**config.mk**
```make
export PLATFORM = sky130hd
export DESIGN_NAME = pipeline_stage_chain
export DESIGN_NICKNAME = d
export VERILOG_FILES = /design/src/rtl/pipeline_pkg.sv /design/src/rtl/pipeline_stage_chain_pipe_stage_reg.sv /design/src/rtl/pipeline_stage_chain.sv
export SDC_FILE = /design/constraint.sdc
export NUM_CORES = 1
export LEC_CHECK = 0
export BUFFER_PORTS_ARGS = -buffer_cell sky130_fd_sc_hd__buf_2
export CAP_MARGIN = 10
export CELL_PAD_IN_SITES_DETAIL_PLACEMENT = 1
export CELL_PAD_IN_SITES_GLOBAL_PLACEMENT = 2
export CORE_AREA = 2 2 299 301
export DETAILED_ROUTE_END_ITERATION = 10
export DIE_AREA = 0 0 301 303
export PLACE_DENSITY_LB_ADDON = 0.15
export SYNTH_ARGS = -nofsm -noshare
export SYNTH_HDL_FRONTEND = slang
export SYNTH_SLANG_ARGS = --single-unit
```
**constraint.sdc**
```tcl
create_clock -name clk -period 2 [get_ports clk]
set_input_delay 0.1 -clock clk [delete_from_list [all_inputs] [get_ports clk]]
set_output_delay 0.1 -clock clk [all_outputs]
set_load 0.02 [all_outputs]
```
**src/rtl/pipeline_pkg.sv**
```systemverilog
// Shared types and constants for the XM23 decode-to-writeback chain.
// Optional build macro: PIPE_WB_BYPASS_EN (see pipeline_stage_chain).
package pipeline_pkg;

  localparam int DEF_PAYLOAD_W = 64;
  localparam int DEF_ENABLE_W  = 41;
  localparam int DEF_DATA_W    = 16;

  localparam int SEL_REG = 0;
  localparam int SEL_CON = 1;

  typedef struct packed {
    logic        wb;
    logic        slp;
    logic        n;
    logic        z;
    logic        c;
    logic        v;
    logic        prpo;
    logic        dec;
    logic        inc;
    logic        rc;
    logic [2:0]  d;
    logic [2:0]  s;
    logic [2:0]  pr;
    logic [2:0]  f;
    logic [2:0]  t;
    logic [15:0] sa;
    logic [15:0] off;
    logic [6:0]  b;
  } decode_payload_t;

  typedef struct packed {
    logic                    valid;
    decode_payload_t         payload;
    logic [DEF_ENABLE_W-1:0] enable;
  } stage_t;

  localparam logic [7:0][DEF_DATA_W-1:0] CONSTANT_BANK = {
    16'hFFFF, 16'h0020, 16'h0010, 16'h0008,
    16'h0004, 16'h0002, 16'h0001, 16'h0000
  };

endpackage

```
**src/rtl/pipeline_stage_chain_pipe_stage_reg.sv**
```systemverilog
// One pipeline stage register: rst > flush > hold > load/bubble.
// Optional build macro: none.
module pipe_stage_reg
  import pipeline_pkg::*;
#(
  parameter int PW = DEF_PAYLOAD_W,
  parameter int EW = DEF_ENABLE_W
) (
  input  logic          clk,
  input  logic          rst,
  input  logic          flush,
  input  logic          hold,
  input  logic          load,
  input  logic          in_valid,
  input  logic [PW-1:0] in_payload,
  input  logic [EW-1:0] in_enable,
  output logic          valid_o,
  output logic [PW-1:0] payload_o,
  output logic [EW-1:0] enable_o
);

  logic          valid_q, valid_d;
  logic [PW-1:0] payload_q, payload_d;
  logic [EW-1:0] enable_q, enable_d;

  always_comb begin
    valid_d   = valid_q;
    payload_d = payload_q;
    enable_d  = enable_q;
    if (!hold) begin
      if (load) begin
        valid_d   = in_valid;
        payload_d = in_payload;
        enable_d  = in_enable;
      end else begin
        // bubble keeps the old payload, only kills valid/enable
        valid_d  = 1'b0;
        enable_d = '0;
      end
    end
    if (flush) begin
      valid_d  = 1'b0;
      enable_d = '0;
    end
  end

  always_ff @(posedge clk) begin
    if (rst) begin
      valid_q   <= 1'b0;
      payload_q <= '0;
      enable_q  <= '0;
    end else begin
      valid_q   <= valid_d;
      payload_q <= payload_d;
      enable_q  <= enable_d;
    end
  end

  assign valid_o   = valid_q;
  assign payload_o = payload_q;
  assign enable_o  = enable_q & {EW{valid_q}};

endmodule

```
**src/rtl/pipeline_stage_chain.sv**
```systemverilog
// XM23 decode-to-writeback shift chain with PSW and GPR/constant bank.
// Optional build macro: PIPE_WB_BYPASS_EN (write-through GPR/PSW outputs).
module pipeline_stage_chain
  import pipeline_pkg::*;
#(
  parameter int NUM_STAGES = 3,
  parameter int PAYLOAD_W  = 64,
  parameter int ENABLE_W   = 41,
  parameter int STALL_W    = 8,
  parameter int DATA_W     = 16,
  parameter int NUM_GPR    = 8,
  localparam int SEL_W     = $clog2(NUM_GPR)
) (
  input  logic                                clk,
  input  logic                                rst,
  input  logic [STALL_W-1:0]                  stall_in,
  input  logic                                hold_in,
  input  logic [NUM_STAGES-1:0]               flush_in,
  input  logic                                dec_valid,
  input  logic [PAYLOAD_W-1:0]                dec_payload,
  input  logic [ENABLE_W-1:0]                 dec_enable,
  output logic [NUM_STAGES-1:0]               stage_valid_o,
  output logic [NUM_STAGES-1:0][PAYLOAD_W-1:0] stage_payload_o,
  output logic [NUM_STAGES-1:0][ENABLE_W-1:0] stage_enable_o,
  input  logic [DATA_W-1:0]                   psw_mask,
  input  logic [DATA_W-1:0]                   psw_in,
  output logic [DATA_W-1:0]                   psw_o,
  input  logic                                reg_write_enable,
  input  logic [SEL_W-1:0]                    reg_write_select,
  input  logic [DATA_W-1:0]                   reg_write_value,
  output logic [1:0][NUM_GPR-1:0][DATA_W-1:0] gprc_o,
  output logic [15:0]                         bubble_count_o
);

  logic stall;
  assign stall = |stall_in;

  for (genvar k = 0; k < NUM_STAGES; k++) begin : g_stage
    if (k == 0) begin : g_first
      pipe_stage_reg #(.PW(PAYLOAD_W), .EW(ENABLE_W)) u_reg (
        .clk       (clk),
        .rst       (rst),
        .flush     (flush_in[k]),
        .hold      (hold_in),
        .load      (!stall),
        .in_valid  (dec_valid),
        .in_payload(dec_payload),
        .in_enable (dec_enable),
        .valid_o   (stage_valid_o[k]),
        .payload_o (stage_payload_o[k]),
        .enable_o  (stage_enable_o[k])
      );
    end else begin : g_next
      pipe_stage_reg #(.PW(PAYLOAD_W), .EW(ENABLE_W)) u_reg (
        .clk       (clk),
        .rst       (rst),
        .flush     (flush_in[k]),
        .hold      (hold_in),
        .load      (1'b1),
        .in_valid  (stage_valid_o[k-1]),
        .in_payload(stage_payload_o[k-1]),
        .in_enable (stage_enable_o[k-1]),
        .valid_o   (stage_valid_o[k]),
        .payload_o (stage_payload_o[k]),
        .enable_o  (stage_enable_o[k])
      );
    end
  end

  logic [15:0] bubble_q, bubble_d;

  always_comb begin
    bubble_d = bubble_q;
    if (!hold_in && stall && bubble_q != 16'hFFFF) begin
      bubble_d = bubble_q + 16'd1;
    end
  end

  logic [DATA_W-1:0] psw_q, psw_d;
  logic [NUM_GPR-1:0][DATA_W-1:0] gpr_q, gpr_d;

  always_comb begin
    psw_d = (psw_q & ~psw_mask) | (psw_in & psw_mask);
    gpr_d = gpr_q;
    if (reg_write_enable) begin
      gpr_d[reg_write_select] = reg_write_value;
    end
  end

  always_ff @(posedge clk) begin
    if (rst) begin
      bubble_q <= '0;
      psw_q    <= '0;
      gpr_q    <= '0;
    end else begin
      bubble_q <= bubble_d;
      psw_q    <= psw_d;
      gpr_q    <= gpr_d;
    end
  end

  assign bubble_count_o = bubble_q;

`ifdef PIPE_WB_BYPASS_EN
  assign psw_o           = psw_d;
  assign gprc_o[SEL_REG] = gpr_d;
`else
  assign psw_o           = psw_q;
  assign gprc_o[SEL_REG] = gpr_q;
`endif

  for (genvar i = 0; i < NUM_GPR; i++) begin : g_con
    if (i < 8) begin : g_bank
      assign gprc_o[SEL_CON][i] = DATA_W'(CONSTANT_BANK[i]);
    end else begin : g_zero
      assign gprc_o[SEL_CON][i] = '0;
    end
  end

endmodule

```
After elaboration in Yosys (flattened, before gate mapping). Index checks and enable logic that the tools add are counted.

Add/subtract/negate cells: 1. Bitwise logic cells: 9. Divide/modulo/power cells: 0. Shift-type cells: 0. Reductions and logical operators: 9. Mux-type cells: 5. Equal/unequal tests: 1. $mul: 0. $lt $le $gt $ge: 2.

Operator list (number): $bwmux W128 (1); $and A41 B41 Y41 (3); $demux W16 S3 (1); $mux W41 (1); $and A16 B16 Y16 (2); $add A16 B1 Y16 const B (1); $mux W16 (1); $ne A16 B16 Y1 const B (1); $not A16 Y16 (1); $or A16 B16 Y16 (1); $reduce_or A8 Y1 (1); $reduce_or A2 Y1 (3); $lt A3 B4 Y1 const B (1); $ge A3 B1 Y1 const B (1); $logic_and A1 B1 Y1 (3); $not A1 Y1 (2); $reduce_and A2 Y1 (1); $logic_not A1 Y1 (1); $mux W1 (1).

Memories kept: 0. Output and inout port bits: 606. RAM bits: 0. Bits in latches: 0. Input bits: 172. Flip-flop bits (word level): 478. Bits in read-only memories: 0.

Logic depth before layout (Yosys ltp). Gate-level depths: netlist of the first run.

Depth in word-level cells: 5. Mapped depth: 7.

Modules after synthesis. From an unflattened synthesis of the first run, not the netlist that was laid out.

Cells, all modules: 2271. Area total of the unflattened synthesis: 18705.4 um^2.

Modules (own cells, without submodules): pipe_stage_reg (cells an instance 466, instances 3, area an instance 3896.2 um^2); pipeline_stage_chain (cells an instance 873, instances 1, area an instance 7016.7 um^2).

Worst setup path after synthesis of the first run. No wires, ideal clock.

Path kind: reg-to-reg. Start point: reg bubble_q[0], in the netlist bubble_count_o[0]. End point: reg bubble_q[15], in the netlist bubble_count_o[15]. Data required time: 1.879 ns. Path buffers: 0. Stages on the path, launching flop included: 7. Path slack: 0.069 ns. Period minus slack after synthesis: 1.931 ns. Data arrival time: 1.810 ns. Path through: dfxtp_1 > ha_1 > nand4_1 > nand4bb_1 > and4_4 > and3_4 > mux2_4.

Longest elaborated chain between the ends: 2.

RTL lines: start, declared (RTL line pipeline_stage_chain.sv:70) `logic [15:0] bubble_q, bubble_d;`; start signal, assigned (RTL line pipeline_stage_chain.sv:96) `bubble_q <= bubble_d;`; branches (longest 2 deep; another with $add A16 B1 Y16).

Parallel ways; which one is timed is not known. A chain may end at the register's enable or synchronous reset.

Worst setup path after layout of the first run. Same ends and word-level chain as after synthesis.

==> qor.csv, run 1 <==
stage;metric;value;unit
run_status;status;finished clean;
clock_tree;Root Driver;clkbuf_16;
sta;fin crit period;1.92;ns
sta;final setup TNS;0;ns
pwr;Power per Cell Area;851;nW/µm²
clock_tree;total CTS buffers;60;
floorplan;Initial Util;21.2;%
global_route;first-pass GRT wire length;114000;µm
sta;RSZ-0062 raised after global routing;no;
worst_setup_path;internal reg-to-reg setup slack;0.08;ns
clock_tree;Clock Latency Late Sink;0.62;ns
hold_path;Hold Crit Class;primary input to flip-flop;
logic_synthesis;Post-Syn Area per Cell;8.86;µm²
cells_and_area;P&R area growth vs syn;43.0;%
worst_setup_path;CP startpoint kind;flip-flop;
worst_setup_path;Setup Crit Path Kind;flip-flop to flip-flop;
cells_and_area;layout cells sized above 1;27.8;%
cells_and_area;leading cell type in the layout, fill and taps excluded;buf_2;
place;GP Congestion;0.768;
floorplan;Die X;301;µm
routing;DRT Pass-1 Iters;6;
floorplan;I/O pins;778;
sta;Worst-Margin Slew;0.658;ns
worst_setup_path;Critical Path Max Stage Delay;0.41;ns
routing;vias per cell;4.11;
routing;drt total wl;79600;µm
sta;Max Freq;0.520;GHz
routing;DRC violations left;0;
pwr;PnR Total Power;22.7;mW
global_route;vias in the first global route;17367;
job;Max Cap Viol;0;
worst_setup_path;CP required;2.49;ns
sta;Max Clock Skew;0.0215;ns
global_route;initial antenna violation count;12;
clock_tree;maximum root-to-sink buffer count;3;
routing;initial DRC count;617;
clock_tree;clk slew on worst S/H paths;0.06;ns
place;I/O Buffers;649;
floorplan;die area;91200;µm²
sta;setup violators final;0;
sta;fin. max-slew vios;0;
floorplan;core area;88000;µm²
sta;post-route clock period utilization;96.1;%
place;Final HPWL DP;57500;µm
cells_and_area;commonest non-fill, non-tap cells in the layout;buf_2, dfxtp_1, nand2_1, nor2_1, mux2i_1;
floorplan;Die H;303;µm
logic_synthesis;Yosys warning total;0;
worst_setup_path;critical path arrival;2.41;ns
cells_and_area;Final #Nets;3061;
worst_setup_path;worst path cell trace;ha_1 -> nand4_1 -> nand4bb_2 -> and4_4 -> and3_4 -> mux2_4;
logic_synthesis;Mapped Cells;2105;
worst_setup_path;Crit-path slowest cell;dfxtp_1;
clock_tree;H-tree depth;2;
logic_synthesis;Seq/Total Area, Yosys;51.3;%
worst_setup_path;worst path buffer plus inverter count;0;
pwr;leakage power;12.3;nW
worst_setup_path;crit end category;flip-flop;
logic_synthesis;Mapped Area;18700;µm²
routing;ANT nets after route;0;
clock_tree;clock sinks;478;
clock_tree;CTS tree;done;
sta;Hold Fails Final Rpt;0;
global_route;total gr overflow;0;
floorplan;Core Rows;109;
routing;routed len/inst;19.4;µm
routing;vias;16888;
logic_synthesis;register bit total from synthesis;478;
global_route;largest net degree at the start of global routing;112;
worst_setup_path;worst-path fanout max;5;
worst_setup_path;CP top delay family;simple AND/OR/NAND/NOR gates;
logic_synthesis;Cell variety after synth;39;
global_route;gr usage total;16.6;%
sta;Slew HR;56.1;%
pwr;peak supply drop;458;µV
what timing repair did:
action | in CTS | in global routing
resized for setup | 0 | 1
setup buffers | 0 | 0
hold buffers | 178 | 0
setup endpoints to repair | 0 | 1
endpoints found under the hold margin | 302 | 0
sequential cells by signal, summed over array words and instances (netlist names), named ones only:
register / flops
g_stage.g_first.u_reg.enable_q: 41
g_stage.g_first.u_reg.payload_o: 64
g_stage.g_next.u_reg.valid_o: 2
bubble_count_o: 16
gprc_o: 128
g_stage.g_next.u_reg.payload_o: 128
g_stage.g_first.u_reg.valid_o: 1
g_stage.g_next.u_reg.enable_q: 82
synthesized netlist by cell type (all sizes together):
master	instances	area, µm²
dfxtp	478	9570
nand2	397	1490
nor2	294	1110
mux2i	228	2280
buf	198	1320
a21oi	194	971
and2	125	782
clkbuf	80	300
a22oi	42	315
nand3	11	60.1
xnor2	7	61.3
nand4	6	37.5
nor3	6	50.1
nor2b	5	31.3
xor2	5	43.8
nor4	4	37.5
or2	4	25.0
and4	3	28.8
nand2b	3	18.8
and3	2	17.5
conb	2	7.51
o21ai	2	10.0
or4	2	15.0
a21o	1	7.51
a31oi	1	6.26
and4bb	1	12.5
ha	1	12.5
mux2	1	15.0
nand4bb	1	11.3
o21a	1	7.51
worst reg2reg max path, stage by stage (launching register included):
cell	delay, ns
dfxtp_1	0.41
ha_1	0.21
nand4_1	0.16
nand4bb_2	0.34
and4_4	0.22
and3_4	0.18
mux2_4	0.29
worst paths after layout:
check	start	endpoint	cells after the start
worst max-delay path	bubble_count_o[0]$_SDFFE_PP0P_	bubble_count_o[15]$_SDFFE_PP0P_	6
worst min-delay path	flush_in[0]	g_stage[0].g_first.u_reg.enable_q[20]$_SDFFE_PP0N_	4
worst max register to register	bubble_count_o[0]$_SDFFE_PP0P_	bubble_count_o[15]$_SDFFE_PP0P_	6
worst min register to register	gprc_o[118]$_SDFFE_PP0P_	gprc_o[118]$_SDFFE_PP0P_	2
metal layers:
layer  up-vias  track usage [%]  wire [µm]
li1       8179                -          -
met4         8             4.90       2180
met2       444             29.5      40100
met3       109             5.23       5810
met1      8148             18.9      31400
met5         -                0         54
cell type report:
class / count / area, µm²
Clock buffer: 85 / 1790
Clock inverter: 29 / 320
Timing Repair Buffer: 873 / 5580
Sequential cell: 478 / 9570
Fill cell: 10472 / 61300
Multi-Input combinational cell: 1475 / 7950
Tap cell: 1165 / 1460
Antenna cell: 5 / 12.5
kinds of logic (layout without fill, tap and decap cells):
| kind of cell | after synthesis | after routing | share of synthesized area [%] |
|---|---|---|---|
| AO/OA/AOI/OAI | 241 | 241 | 7.06 |
| buffers and inverters | 278 | 987 | 8.69 |
| XOR/XNOR | 12 | 12 | 0.563 |
| AND/OR/NAND/NOR | 864 | 864 | 20.0 |
| adder cells (fa/ha/maj) | 1 | 1 | 0.0671 |
| flip-flops | 478 | 478 | 51.3 |
| multiplexers | 229 | 229 | 12.3 |
| other | 2 | 133 | 0.0403 |
power by group:
part           switching [mW]  total, mW  leakage [nW]  internal [mW]
combinational            1.02       1.62          7.42          0.600
sequential             0.0452       9.65          3.86           9.60
clock                    4.47       11.4          1.04           6.97
stage by stage:
step,instance area [µm²],cells,hold WS (ns),utilization [%],setup slack [ns]
2_1_floorplan,19100,2231,0.236,-,0.0691
3_3_place_gp,22800,3813,0.336,25.9,0.166
3_5_place_dp,22800,3813,0.345,25.9,0.113
4_1_cts,26700,4105,0.00420,30.3,0.0223
5_1_grt,26700,4109,0.0338,30.3,0.00113
6_report,26700,4110,0.0567,30.3,0.0780
Note: power is estimated with default switching activity, not from simulation.
==> run 2, diff against run 1 <==
--- a/config.mk
+++ b/config.mk
@@ -12,6 +12,7 @@
 export CORE_AREA = 2 2 299 301
 export DETAILED_ROUTE_END_ITERATION = 10
 export DIE_AREA = 0 0 301 303
+export GPL_TIMING_DRIVEN = 0
 export PLACE_DENSITY_LB_ADDON = 0.15
 export SYNTH_ARGS = -nofsm -noshare
 export SYNTH_HDL_FRONTEND = slang
==> constraint.sdc (replaced) <==
create_clock -name clk -period 1.9 [get_ports clk]
set_input_delay 0.095 -clock clk [delete_from_list [all_inputs] [get_ports clk]]
set_output_delay 0.095 -clock clk [all_outputs]
set_load 0.02 [all_outputs]
==> run 2 against run 1 <==
The flow now finishes with violations (hold timing). Core utilization is 0.67 points higher. Sequential share of layout area is 0.74 points lower. Sequential cell count stayed put. Setup slack worse by 0.0070 ns.
==> qor.csv, run 2 (same netlist as run 1, synthesis figures left out) <==
stage;metric;value;unit;change
run_status;status;finished, violations left;;
run_status;failing checks;hold timing;;
cells_and_area;Final #Nets;3249;;+6.1%
sta;setup ws final;0.0710;ns;-0.00704 ns
floorplan;Initial Util;21.2;%;unchanged
routing;drt total wl;86300;µm;+8.5%
routing;metal3 WL;6170;µm;+6.2%
routing;initial DRC count;544;;-12%
place;dpl ws;-0.752;ns;-0.866 ns
global_route;total gr overflow;0;;unchanged
sta;fin crit period;1.83;ns;-0.0930 ns
worst_setup_path;worst path cell trace;ha_4 -> nand4_1 -> nand4bb_4 -> and4_4 -> and3_4 -> mux2_4;;
place;GP Congestion;0.801;;+4.2%
hold_path;Hold Crit Class;primary input to flip-flop;;
worst_setup_path;Critical Path Max Stage Delay;0.40;ns;about the same
job;Max Cap Viol;0;;unchanged
floorplan;I/O pins;778;;unchanged
worst_setup_path;CP required;2.39;ns;-0.10 ns
sta;Worst-Margin Slew;1.06;ns;+0.401 ns
global_route;first-pass GRT wire length;123000;µm;+7.5%
global_route;vias in the first global route;18278;;+5.2%
pwr;Power per Cell Area;852;nW/µm²;+0.10%
place;Final HPWL DP;68300;µm;+19%
clock_tree;total CTS buffers;59;;-1.7%
cells_and_area;commonest non-fill, non-tap cells in the layout;buf_2, dfxtp_1, nand2_1, nor2_1, mux2i_1;;
clock_tree;clock sinks;478;;unchanged
routing;ANT nets after route;0;;unchanged
routing;routed wl met2;44000;µm;+9.6%
routing;vias;17599;;+4.2%
clock_tree;H-tree depth;2;;unchanged
floorplan;die area;91200;µm²;unchanged
routing;vias per cell;4.10;;-0.28%
floorplan;Die H;303;µm;unchanged
sta;Max Freq;0.547;GHz;+5.1%
worst_setup_path;critical path arrival;2.32;ns;-0.09 ns
routing;met1 wire length;34000;µm;+8.0%
routing;routed len/inst;20.1;µm;+3.8%
sta;post-route clock period utilization;96.3;%;+0.16 points
pwr;leakage power;12.8;nW;+4.1%
place;I/O Buffers;630;;-2.9%
worst_setup_path;Crit-path slowest cell;dfxtp_2;;
pwr;PnR Total Power;23.2;mW;+2.3%
clock_tree;clk slew on worst S/H paths;0.06;ns;about the same
sta;final setup TNS;0;ns;unchanged
worst_setup_path;crit end category;flip-flop;;
worst_setup_path;worst-path fanout max;5;;unchanged
global_route;gr usage total;18.1;%;+1.5 points
worst_setup_path;Setup Crit Path Kind;flip-flop to flip-flop;;
routing;highest routed layer;met5;;
cells_and_area;layout cells sized above 1;30.2;%;+2.4 points
pwr;peak supply drop;563;µV;+23%
cells_and_area;leading cell type in the layout, fill and taps excluded;buf_2;;
sta;Fin Hold WS;-0.00172;ns;-0.0584 ns
cells_and_area;area of the multi-input gates;7970;µm²;+0.28%
clock_tree;CTS tree;done;;
clock_tree;maximum root-to-sink buffer count;3;;unchanged
global_route;initial antenna violation count;11;;-1
routing;DRT Pass-1 Iters;4;;-2
worst_setup_path;CP startpoint kind;flip-flop;;
cells_and_area;sequential cell area;9580;µm²;+0.12%
clock_tree;Clock Latency Late Sink;0.63;ns;about the same
sta;Slew HR;29.4;%;-27 points
clock_tree;Root Driver;clkbuf_16;;
cells_and_area;post-layout util;31.0;%;+0.67 points
global_route;largest net degree at the start of global routing;16;;-86%
floorplan;Core Rows;109;;unchanged
sta;Max Clock Skew;0.0314;ns;+0.00986 ns
sta;fin. max-slew vios;0;;unchanged
cells_and_area;P&R area growth vs syn;46.2;%;
floorplan;Die X;301;µm;unchanged
sta;setup violators final;0;;unchanged
cells_and_area;number of fillers in the final layout;10611;;+1.3%
routing;DRC violations left;0;;unchanged
sta;Hold Fails Final Rpt;1;;+1
floorplan;core area;88000;µm²;unchanged
## run 2: path summary, 6_finish.rpt
check,startpoint,end,slack [ns],depth (start not counted)
max,bubble_count_o[0]$_SDFFE_PP0P_,bubble_count_o[15]$_SDFFE_PP0P_,0.07,6
min,reg_write_value[2],gprc_o[114]$_SDFFE_PP0P_,-0.002,3
max reg2reg,bubble_count_o[0]$_SDFFE_PP0P_,bubble_count_o[15]$_SDFFE_PP0P_,0.07,6
min reg2reg,gprc_o[30]$_SDFFE_PP0P_,gprc_o[30]$_SDFFE_PP0P_,0.45,2
## run 2: area by class of cell
cell class / instances / area share, %
antenna: 9 / 0.0826
tap: 1165 / 5.34
buffer: 278 / 6.06
multi-input combinational: 1475 / 29.2
sequential: 478 / 35.1
timing repair buffer: 784 / 17.2
clock inverter: 15 / 0.541
clock buffer: 91 / 6.40
## run 2: what timing repair did
action	CTS	global route
setup buffers	0	0
resized for setup	24	4
hold buffers	154	0
setup endpoints to repair	137	3
endpoints found under the hold margin	230	0
gates cloned	0	0
## run 2: stage by stage
step	instance area, µm²	instances
after floorplan	19100	2231
after global placement	23700	4026
after detailed placement	23700	4026
after CTS	27200	4286
after global routing	27300	4290
final	27300	4295
## run 2: routing by layer
metal / up-vias / GRT usage (%)
met5: - / 0
met4: 6 / 5.08
met3: 110 / 5.49
met2: 458 / 32.9
met1: 8483 / 20.2
li1: 8542 / -
## run 2: power breakdown
| group | internal (mW) | switching, mW | total (mW) |
|---|---|---|---|
| sequential | 10.1 | 0.0510 | 10.2 |
| clock | 6.55 | 4.57 | 11.1 |
| combinational | 0.783 | 1.18 | 1.96 |
## run 2: worst max-delay path, delay by kind of cell (launching register included)
family        cells  cell delay [ns]
fa+ha+maj         1             0.18
flops             1             0.40
mux               1             0.29
simple gates      4             0.86
==> run 3, diff against run 2 <==
--- a/config.mk
+++ b/config.mk
@@ -5,13 +5,14 @@
 export SDC_FILE = /design/constraint.sdc
 export NUM_CORES = 1
 export LEC_CHECK = 0
+export ABC_AREA = 1
 export BUFFER_PORTS_ARGS = -buffer_cell sky130_fd_sc_hd__buf_2
 export CAP_MARGIN = 10
 export CELL_PAD_IN_SITES_DETAIL_PLACEMENT = 1
 export CELL_PAD_IN_SITES_GLOBAL_PLACEMENT = 2
-export CORE_AREA = 2 2 299 301
+export CORE_AREA = 2 2 306 308
 export DETAILED_ROUTE_END_ITERATION = 10
-export DIE_AREA = 0 0 301 303
+export DIE_AREA = 0 0 308 310
 export GPL_TIMING_DRIVEN = 0
 export PLACE_DENSITY_LB_ADDON = 0.15
 export SYNTH_ARGS = -nofsm -noshare
==> run 3 against run 2 <==
The flow now finishes without violations. Non-clock buffer count rose by 38. Clock-buffer cell count fell by 6. Setup slack improved by 0.040 ns. Final cell count rose by 10%. Synthesized cell count rose by 19%. Area after synthesis rose by 0.70%. Clock skew fell by 0.0082 ns. First-iteration DRC count rose by 55%. Design area rose by 1.3%. Sequential power rose by 4%. Sequential share of layout area fell by 0.49 points. Wire length rose by 8.4%. Critical path type is now flip-flop to output pin.
==> qor.csv, run 3 <==
stage;metric;value;unit;change
pwr;PnR Total Power;24.7;mW;+6.4%
pwr;peak supply drop;580;µV;+3.0%
hold_path;Hold Crit Class;primary input to flip-flop;;
clock_tree;clk slew on worst S/H paths;0.06;ns;about the same
place;Area after DPL;24000;µm²;+1.2%
global_route;largest net degree at the start of global routing;15;;-1
logic_synthesis;Async SR Flop Fraction;0;%;unchanged
logic_synthesis;Post-Syn Area per Cell;7.49;µm²;-15%
sta;fin crit period;1.79;ns;-0.0396 ns
global_route;initial antenna violation count;11;;unchanged
routing;vias;19978;;+14%
sta;Slew HR;43.1;%;+14 points
floorplan;Initial Util;20.3;%;-0.90 points
logic_synthesis;register bit total from synthesis;478;;unchanged
sta;Max Freq;0.559;GHz;+2.2%
cells_and_area;leading cell type in the layout, fill and taps excluded;buf_2;;
sta;RSZ-0062 raised after global routing;no;;
job;Max Cap Viol;0;;unchanged
worst_setup_path;CP startpoint kind;flip-flop;;
clock_tree;Setup Buffers After CTS;0;;unchanged
floorplan;I/O pins;778;;unchanged
routing;DRC violations left;0;;unchanged
clock_tree;H-tree depth;2;;unchanged
floorplan;Core Rows;112;;+2.8%
floorplan;die area;95500;µm²;+4.7%
cells_and_area;P&R area growth vs syn;47.1;%;
pwr;leakage power;13.8;nW;+7.5%
routing;initial DRC count;845;;+55%
routing;ANT nets after route;0;;unchanged
routing;DRT Pass-1 Iters;4;;unchanged
sta;fin. max-slew vios;0;;unchanged
logic_synthesis;Seq/Total Area, Yosys;50.9;%;-0.36 points
clock_tree;maximum root-to-sink buffer count;3;;unchanged
worst_setup_path;Setup Crit Path Kind;flip-flop to output pin;;
cells_and_area;post-route cell area;27600;µm²;+1.3%
sta;final setup TNS;0;ns;unchanged
routing;vias per cell;4.21;;+2.8%
floorplan;Die X;308;µm;+2.3%
sta;Max Clock Skew;0.0231;ns;-0.00824 ns
clock_tree;Root Driver;clkbuf_16;;
logic_synthesis;cell type with the largest total area after synthesis;dfxtp_1;;
logic_synthesis;count leader, synth;nor2_1;;
run_status;status;finished clean;;
worst_setup_path;worst-path fanout max;10;;+5
place;Final HPWL DP;73100;µm;+7.0%
global_route;gr usage total;18.8;%;+0.77 points
clock_tree;total CTS buffers;58;;-1.7%
sta;post-route clock period utilization;94.2;%;-2.1 points
worst_setup_path;critical path arrival;1.69;ns;-0.63 ns
place;dpl ws;-0.417;ns;+0.335 ns
pwr;Power per Cell Area;895;nW/µm²;+5.0%
floorplan;core area;92500;µm²;+5.1%
place;GP Congestion;0.816;;+2.0%
sta;Hold Fails Final Rpt;0;;-1
global_route;vias in the first global route;20848;;+14%
clock_tree;CTS tree;done;;
clock_tree;clock sinks;478;;unchanged
logic_synthesis;Cell variety after synth;25;;-36%
global_route;first-pass GRT wire length;135000;µm;+10%
routing;drt total wl;93600;µm;+8.4%
cells_and_area;post-layout util;29.9;%;-1.1 points
logic_synthesis;prevailing post-synth register cell;dfxtp_1;;
worst_setup_path;crit end category;output pin;;
logic_synthesis;Post-synth EDFFs;0;;unchanged
place;I/O Buffers;648;;+2.9%
logic_synthesis;Yosys warning total;0;;unchanged
cells_and_area;layout cells sized above 1;27.5;%;-2.7 points
logic_synthesis;Mapped Cells;2508;;+19%
logic_synthesis;top cell type's share of synthesized area;50.9;%;-0.36 points
floorplan;Die H;310;µm;+2.3%
cells_and_area;commonest non-fill, non-tap cells in the layout;buf_2, nor2_1, dfxtp_1, o21ai_0, nand2_1;;
worst_setup_path;CP required;1.80;ns;-0.59 ns
global_route;total gr overflow;0;;unchanged
logic_synthesis;Mapped Area;18800;µm²;+0.70%
sta;setup violators final;0;;unchanged
cells_and_area;Final #Nets;3673;;+13%
sta;Worst-Margin Slew;0.850;ns;-0.209 ns
routing;routed len/inst;19.7;µm;-1.9%
logic_synthesis;most instantiated cells after synthesis;nor2_1, dfxtp_1, o21ai_0, nand2_1, a21oi_1;;
sta;setup ws final;0.111;ns;+0.0396 ns
logic_synthesis;synth top area cells;dfxtp_1, nor2_1, o21ai_0;;
clock_tree;Clock Latency Late Sink;0.62;ns;about the same
-- run 3: cell count changes after synthesis, sizes merged, moves of 107 or more --
cell	previous run	this run
nor2	294	556
and2	125	0
nand3	11	118
mux2i	228	0
inv	0	171
o21ai	2	358
-- run 3: worst paths after layout --
kind	cells after the start	to	slack (ns)	start
min reg2reg	2	g_stage[0].g_first.u_reg.enable_q[36]$_SDFFE_PP0N_	0.46	g_stage[0].g_first.u_reg.enable_q[36]$_SDFFE_PP0N_
min	3	g_stage[1].g_next.u_reg.payload_o[63]$_SDFFE_PP0N_	0.05	hold_in
max reg2reg	9	bubble_count_o[10]$_SDFFE_PP0P_	0.24	bubble_count_o[1]$_SDFFE_PP0P_
max	5	stage_enable_o[34]	0.11	g_stage[0].g_first.u_reg.valid_o$_SDFFE_PP0N_
-- run 3: kinds of logic after synthesis --
family                   synth area share, %
flip-flops                              50.9
AO/OA/AOI/OAI                           15.5
other                                 0.0400
XOR/XNOR                               0.140
AND/OR/NAND/NOR                         20.7
adder cells (fa/ha/maj)               0.0666
buffers and inverters                   12.6
-- run 3: per-layer routing --
layer  GRT usage (%)  vias to the layer above  share of wire, %
li1                -                     9757                 -
met1            22.1                     9551                41
met2            33.7                      550                50
met3            5.16                      112               6.9
met4            4.59                        8               2.2
met5               0                        -             0.057
-- run 3: timing repair --
| action | 4_1_cts | 5_1_grt |
|---|---|---|
| hold endpoints to repair | 242 | 0 |
| resized for setup | 28 | 13 |
| setup endpoints to repair | 120 | 62 |
| hold buffers | 158 | 0 |
-- run 3: area by class of cell --
| class | count | area [µm²] |
|---|---|---|
| Clock buffer | 85 | 1750 |
| Sequential cell | 478 | 9570 |
| Timing Repair Buffer | 807 | 4850 |
| Buffer | 293 | 1790 |
| Clock inverter | 17 | 180 |
| Antenna cell | 6 | 15.0 |
| Fill cell | 11424 | 64900 |
| Inverter | 172 | 646 |
| Tap cell | 1197 | 1500 |
| Multi-Input combinational cell | 1690 | 7330 |
-- run 3: where the power goes --
group	internal, mW	switching [mW]	leakage (nW)
Sequential	10.4	0.215	3.90
Clock	6.73	4.61	0.960
Combinational	1.01	1.82	8.94
-- run 3: critical path, cell delays in order (launching register included) --
cell	delay, ns
dfxtp_1	0.34
buf_6	0.16
clkbuf_4	0.20
nand2_1	0.11
inv_1	0.10
buf_2	0.17
-- run 3: stage by stage --
step	cells	hold WS [ns]
after global routing	4741	0.0537
after global placement	4479	0.285
after CTS	4739	0.0143
final	4745	0.0490
after detailed placement	4480	0.291
after floorplan	2634	0.189
